File: src/rtl/bsg_tag_serial_decoder.sv
`default_nettype none
// ============================================================================
// Module   : bsg_tag_serial_decoder
// Purpose  : Reassembles bsg_tag serial packets (start, node, dnr, len, payload)
//            into registered fields with one-cycle v_o / err_o strobes.
// Option   : define BSG_TAG_DECODER_PARITY_EN to expect a trailing parity bit.
// Revision : 1.0 - initial release
// ============================================================================
module bsg_tag_serial_decoder #(
  parameter int els_p               = 4,
  parameter int max_payload_width_p = 8,
  localparam int lg_els_lp          = $clog2(els_p),
  localparam int lg_len_lp          = $clog2(max_payload_width_p + 1)
) (
  input  logic                           clk_i,
  input  logic                           reset_i,
  input  logic                           tag_en_i,
  input  logic                           tag_data_i,
  output logic                           v_o,
  output logic [lg_els_lp-1:0]           node_id_o,
  output logic                           data_not_reset_o,
  output logic [lg_len_lp-1:0]           len_o,
  output logic [max_payload_width_p-1:0] data_o,
  output logic                           err_o
);

  localparam int cnt_w_lp = (lg_els_lp > lg_len_lp) ? lg_els_lp : lg_len_lp;

  typedef enum logic [2:0] {
    S_IDLE,
    S_NODE,
    S_DNR,
    S_LEN,
    S_PAYLOAD,
`ifdef BSG_TAG_DECODER_PARITY_EN
    S_PARITY,
`endif
    S_EMIT
  } state_e;

`ifdef BSG_TAG_DECODER_PARITY_EN
  localparam state_e S_AFTER_PAY = S_PARITY;
`else
  localparam state_e S_AFTER_PAY = S_EMIT;
`endif

  state_e                         state_q;
  logic [cnt_w_lp-1:0]            cnt_q;
  logic [lg_els_lp-1:0]           node_q;
  logic                           dnr_q;
  logic [lg_len_lp-1:0]           len_q;
  logic [max_payload_width_p-1:0] data_q;
  logic                           ovf_q;
  logic [lg_len_lp-1:0]           len_full_d;
  logic                           bad_node_d;
  logic                           par_fail_d;

  // Length as it will read once the bit now on the wire (its MSB) is taken.
  always_comb begin
    len_full_d                = len_q;
    len_full_d[lg_len_lp-1]   = tag_data_i;
  end

  assign bad_node_d = ({1'b0, node_q} >= (lg_els_lp + 1)'(els_p));

`ifdef BSG_TAG_DECODER_PARITY_EN
  logic par_q;
  logic par_fail_q;
  assign par_fail_d = par_fail_q;

  always_ff @(posedge clk_i) begin
    if (reset_i) begin
      par_q      <= 1'b0;
      par_fail_q <= 1'b0;
    end else if (state_q == S_IDLE) begin
      par_q      <= 1'b0;
      par_fail_q <= 1'b0;
    end else if (tag_en_i && (state_q != S_EMIT)) begin
      if (state_q == S_PARITY) par_fail_q <= par_q ^ tag_data_i;
      else                     par_q      <= par_q ^ tag_data_i;
    end
  end
`else
  assign par_fail_d = 1'b0;
`endif

  always_ff @(posedge clk_i) begin
    if (reset_i) begin
      state_q          <= S_IDLE;
      cnt_q            <= '0;
      node_q           <= '0;
      dnr_q            <= 1'b0;
      len_q            <= '0;
      data_q           <= '0;
      ovf_q            <= 1'b0;
      v_o              <= 1'b0;
      err_o            <= 1'b0;
      node_id_o        <= '0;
      data_not_reset_o <= 1'b0;
      len_o            <= '0;
      data_o           <= '0;
    end else begin
      v_o   <= 1'b0;
      err_o <= 1'b0;
      case (state_q)
        S_IDLE: if (tag_en_i && tag_data_i) begin
          cnt_q   <= '0;
          node_q  <= '0;
          dnr_q   <= 1'b0;
          len_q   <= '0;
          data_q  <= '0;
          ovf_q   <= 1'b0;
          state_q <= S_NODE;
        end
        S_NODE: if (tag_en_i) begin
          for (int i = 0; i < lg_els_lp; i++)
            if (cnt_q == cnt_w_lp'(i)) node_q[i] <= tag_data_i;
          if (cnt_q == cnt_w_lp'(lg_els_lp - 1)) begin
            cnt_q   <= '0;
            state_q <= S_DNR;
          end else begin
            cnt_q <= cnt_q + cnt_w_lp'(1);
          end
        end
        S_DNR: if (tag_en_i) begin
          dnr_q   <= tag_data_i;
          state_q <= S_LEN;
        end
        S_LEN: if (tag_en_i) begin
          for (int i = 0; i < lg_len_lp; i++)
            if (cnt_q == cnt_w_lp'(i)) len_q[i] <= tag_data_i;
          if (cnt_q == cnt_w_lp'(lg_len_lp - 1)) begin
            cnt_q   <= '0;
            state_q <= (len_full_d == '0) ? S_AFTER_PAY : S_PAYLOAD;
          end else begin
            cnt_q <= cnt_q + cnt_w_lp'(1);
          end
        end
        S_PAYLOAD: if (tag_en_i) begin
          // Bits beyond the held width are swallowed but flag the packet bad.
          if (cnt_q >= cnt_w_lp'(max_payload_width_p)) ovf_q <= 1'b1;
          for (int i = 0; i < max_payload_width_p; i++)
            if (cnt_q == cnt_w_lp'(i)) data_q[i] <= tag_data_i;
          if ((cnt_q + cnt_w_lp'(1)) == cnt_w_lp'(len_q)) begin
            cnt_q   <= '0;
            state_q <= S_AFTER_PAY;
          end else begin
            cnt_q <= cnt_q + cnt_w_lp'(1);
          end
        end
`ifdef BSG_TAG_DECODER_PARITY_EN
        S_PARITY: if (tag_en_i) state_q <= S_EMIT;
`endif
        S_EMIT: begin
          v_o              <= ~(ovf_q | bad_node_d | par_fail_d);
          err_o            <=  (ovf_q | bad_node_d | par_fail_d);
          node_id_o        <= node_q;
          data_not_reset_o <= dnr_q;
          len_o            <= len_q;
          data_o           <= data_q;
          state_q          <= S_IDLE;
        end
        default: state_q <= S_IDLE;
      endcase
    end
  end

endmodule
`default_nettype wire

File: config.mk
export PLATFORM = sky130hd
export DESIGN_NAME = bsg_tag_serial_decoder
export DESIGN_NICKNAME = d
export VERILOG_FILES = /design/src/rtl/bsg_tag_serial_decoder.sv
export SDC_FILE = /design/constraint.sdc
export NUM_CORES = 1
export LEC_CHECK = 0
export CORE_UTILIZATION = 30
export CTS_CLUSTER_DIAMETER = 60
export DETAILED_ROUTE_END_ITERATION = 6
export HOLD_SLACK_MARGIN = 0.08
export SLEW_MARGIN = 20
export SYNTH_ARGS = -nofsm -noshare
export SYNTH_HDL_FRONTEND = slang
export SYNTH_SLANG_ARGS = --single-unit
File: constraint.sdc
create_clock -name clk_i -period 1.8 [get_ports clk_i]
set_input_delay 0.18 -clock clk_i [delete_from_list [all_inputs] [get_ports clk_i]]
set_output_delay 0.18 -clock clk_i [all_outputs]
set_load 0.02 [all_outputs]
==> metrics.txt <==
run status finished clean; Post-Route Skew just under 7 ps; CTS hold repair buffers 0; Reg clk slew, reported paths ~80 ps; Critical path origin cnt_q[0]; per-cell routed wire length 13.7 um; io pins 21; Hold Startpoint node_q[0]; # nets final between 200 and 300; final hold violations 0; DP HPWL 3250 um; VDD IR-drop max roughly 390 uV; Yosys reg bits 40; final setup fails 0; Cell Rows 28; Achievable Freq between 600 and 700 MHz; cell area after layout between 2000 and 2500 um2; DP Worst Slack approximately 10 ps; CP endpoint kind register; CP max FO 5; slack of the critical path roughly 130 ps; top-count cell post-synth nand2_1; Post-Route Setup TNS 0 ps; Syn Inst Count between 200 and 250; yosys warns 0; Lkg Pwr 0.908 nW; pin count of the biggest net entering global routing 18; clk sinks 40; Buf+Inv Stages, Crit Path 1; # H-tree levels 2; DP Area roughly 2300 um2; final antenna-violating net count 0; Req. time, crit path 1980 ps; Slew HR about three quarters; critical path startpoint category register; post-synth net total between 200 and 250; DRC viols 0; n_diodes 0; Critical Path, Cell by Cell inv_1 -> ha_4 -> xnor2_1 -> nand3_1 -> o2111a_2 -> o21ai_0 -> a21oi_1; post-synthesis async set-or-reset flop share 0%; Worst Hold Class reg2reg; Synth top area share ~41%; GR Overflow Total 0; slowest cell on the critical path dfxtp_4; total track usage 14.9%; mapped cell area slightly below 2000 um2; fraction of layout cells with a size suffix above 1 between 10 and 15%; Crit path depth 7; DR iter-0 viols 88; initial core utilization a little under a third; FILL cells approximately 620; Die Area about 6800 um2; vias in the first global route between 1.5k and 2k; max incr delay on CP roughly 360 ps; Core Region slightly above 6000 um2; reg2reg start cnt_q[0]; Worst-Skew Late Latency 290 ps; Horiz. Die Dim ~82 um; CTS buffer count 5; gpl congestion roughly 0.86; CTS tree done; Port Buf Inserts 20; Final Cycle Share 92.6%; family with the most delay on the worst path compound AO/OA/AOI/OAI gates; synth top area cells dfxtp_1 41%, a21oi_1 8.3%, nand2_1 8.2%; synth cell count leaders 42 x nand2_1, 40 x dfxtp_1, 32 x a21oi_1; Power Density 780 nW/um2; area delta synth->final 25.2%; post-route insts no fill roughly 340; measured slew at the worst slew-check pin roughly 370 ps; post-synthesis average cell area 8.23 um2; post-synthesis sequential area ratio about two fifths; Critical Path AT between 1500 and 2000 ps; initial antenna violation count 0; leading area contributor after synthesis dfxtp_1; Max Cap Viol 0; Slew Limit Fails 0; Netlist cell types 43; placed cell count 330; r2r worst-path depth 7; CTS Buffer Depth 2; Detailed Route WL between 4000 and 5000 um; vias ~1.7k; EDFF count, synth 0; prevailing post-synth register cell dfxtp_1; postcts setup bufs 0; Power Total around 1.9 mW; DRT Pass-1 Iters 4; worst hold stages 2; WS Path Type reg2reg; die span in y around 82 um; vias per std cell slightly above 5; first-pass GRT wire length 7560 um; Clock Tree Root clkbuf_8; Tmin final roughly 1700 ps
-- state kept, by name (all words and copies together), names as in the netlist --
register	count
node_q	2
state_q	3
node_id_o	2
data_o	8
dnr_q	1
ovf_q	1
data_not_reset_o	1
len_q	4
v_o	1
data_q	8
len_o	4
err_o	1
cnt_q	4
-- power by group --
group	total, mW	internal (mW)	switching [mW]
combinational	0.133	0.0573	0.0756
clock	0.860	0.546	0.314
sequential	0.896	0.888	0.00792
total	1.89	1.49	0.398
-- path summary, 6_finish.rpt --
kind	to	slack (ps)
worst max-delay path	cnt_q[1]	130
worst min-delay path	node_id_o[0]	450
worst max register to register	cnt_q[1]	130
worst min register to register	node_id_o[0]	450
-- metrics by stage --
stage / utilization (%) / hold slack (ps)
after floorplan: - / 417
after global placement: 37.3 / 437
after detailed placement: 37.3 / 443
after CTS: 39.4 / 455
after global routing: 39.9 / 475
final: 39.9 / 453
-- metal layers --
layer  global-route usage (%)  part of all wire (%)  wire length (um)  vias to the layer above
met3                     3.30                   3.6               168                        4
met4                     4.74                  0.93                43                        0
met1                     19.9                    48              2220                      797
met2                     23.8                    47              2190                       33
met5                        0                     0                 0                        -
li1                         -                     -                 -                      866
-- logic make-up (layout without fill, tap and decap cells) --
kind of cell	Yosys count	in the layout	share of synthesized area (%)
flops	40	40	41.4
simple gates	93	93	22.5
mux	11	11	5.76
buf+inv	20	47	5.18
fa+ha+maj	4	4	2.59
xor+xnor	6	6	3.43
compound gates	61	61	19.2
-- layout by cell type, fill, tap and decap left out, types with 2 or more instances in the layout --
| cell type | instances |
|---|---|
| a21oi_1 | 32 |
| dfxtp_2 | 3 |
| nand3b_1 | 2 |
| ha_1 | 2 |
| mux2i_1 | 10 |
| dfxtp_1 | 36 |
| nand2_1 | 42 |
| inv_1 | 5 |
| nor2_2 | 2 |
| a211o_1 | 3 |
| o21ai_0 | 7 |
| nand3_1 | 4 |
| nand4b_1 | 2 |
| a31oi_1 | 3 |
| nor2b_1 | 5 |
| nor2_1 | 19 |
| a22oi_1 | 4 |
| nor3_1 | 5 |
| xor2_1 | 3 |
| clkbuf_8 | 5 |
| xnor2_1 | 2 |
| nand4_1 | 2 |
| buf_4 | 15 |
| nand2b_1 | 3 |
| bufinv_16 | 2 |
| clkdlybuf4s50_1 | 20 |
-- layout make-up --
| cell class | count | area (um2) | share of cell area (%) |
|---|---|---|---|
| clock buffers | 5 | 68.8 | 2.84 |
| clock inverters | 2 | 60.1 | 2.48 |
| inverters | 5 | 18.8 | 0.775 |
| multi-input cells | 175 | 1060 | 43.7 |
| flip-flops and latches | 40 | 808 | 33.4 |
| well taps | 75 | 93.8 | 3.88 |
| repair buffers | 35 | 313 | 12.9 |
-- what timing repair did --
action,4_1_cts,5_1_grt
gates resized for setup,0,11
hold endpoints to repair,0,0
setup endpoints to repair,0,12
-- worst reg2reg max path, delay by kind of cell (launching register included) --
family | cells | cell delay (ps)
AO/OA/AOI/OAI | 3 | 560
flip-flops | 1 | 360
adder cells (fa/ha/maj) | 1 | 230
XOR/XNOR | 1 | 150
buffers and inverters | 1 | 130
AND/OR/NAND/NOR | 1 | 120
(Power assumes the default switching activity.)
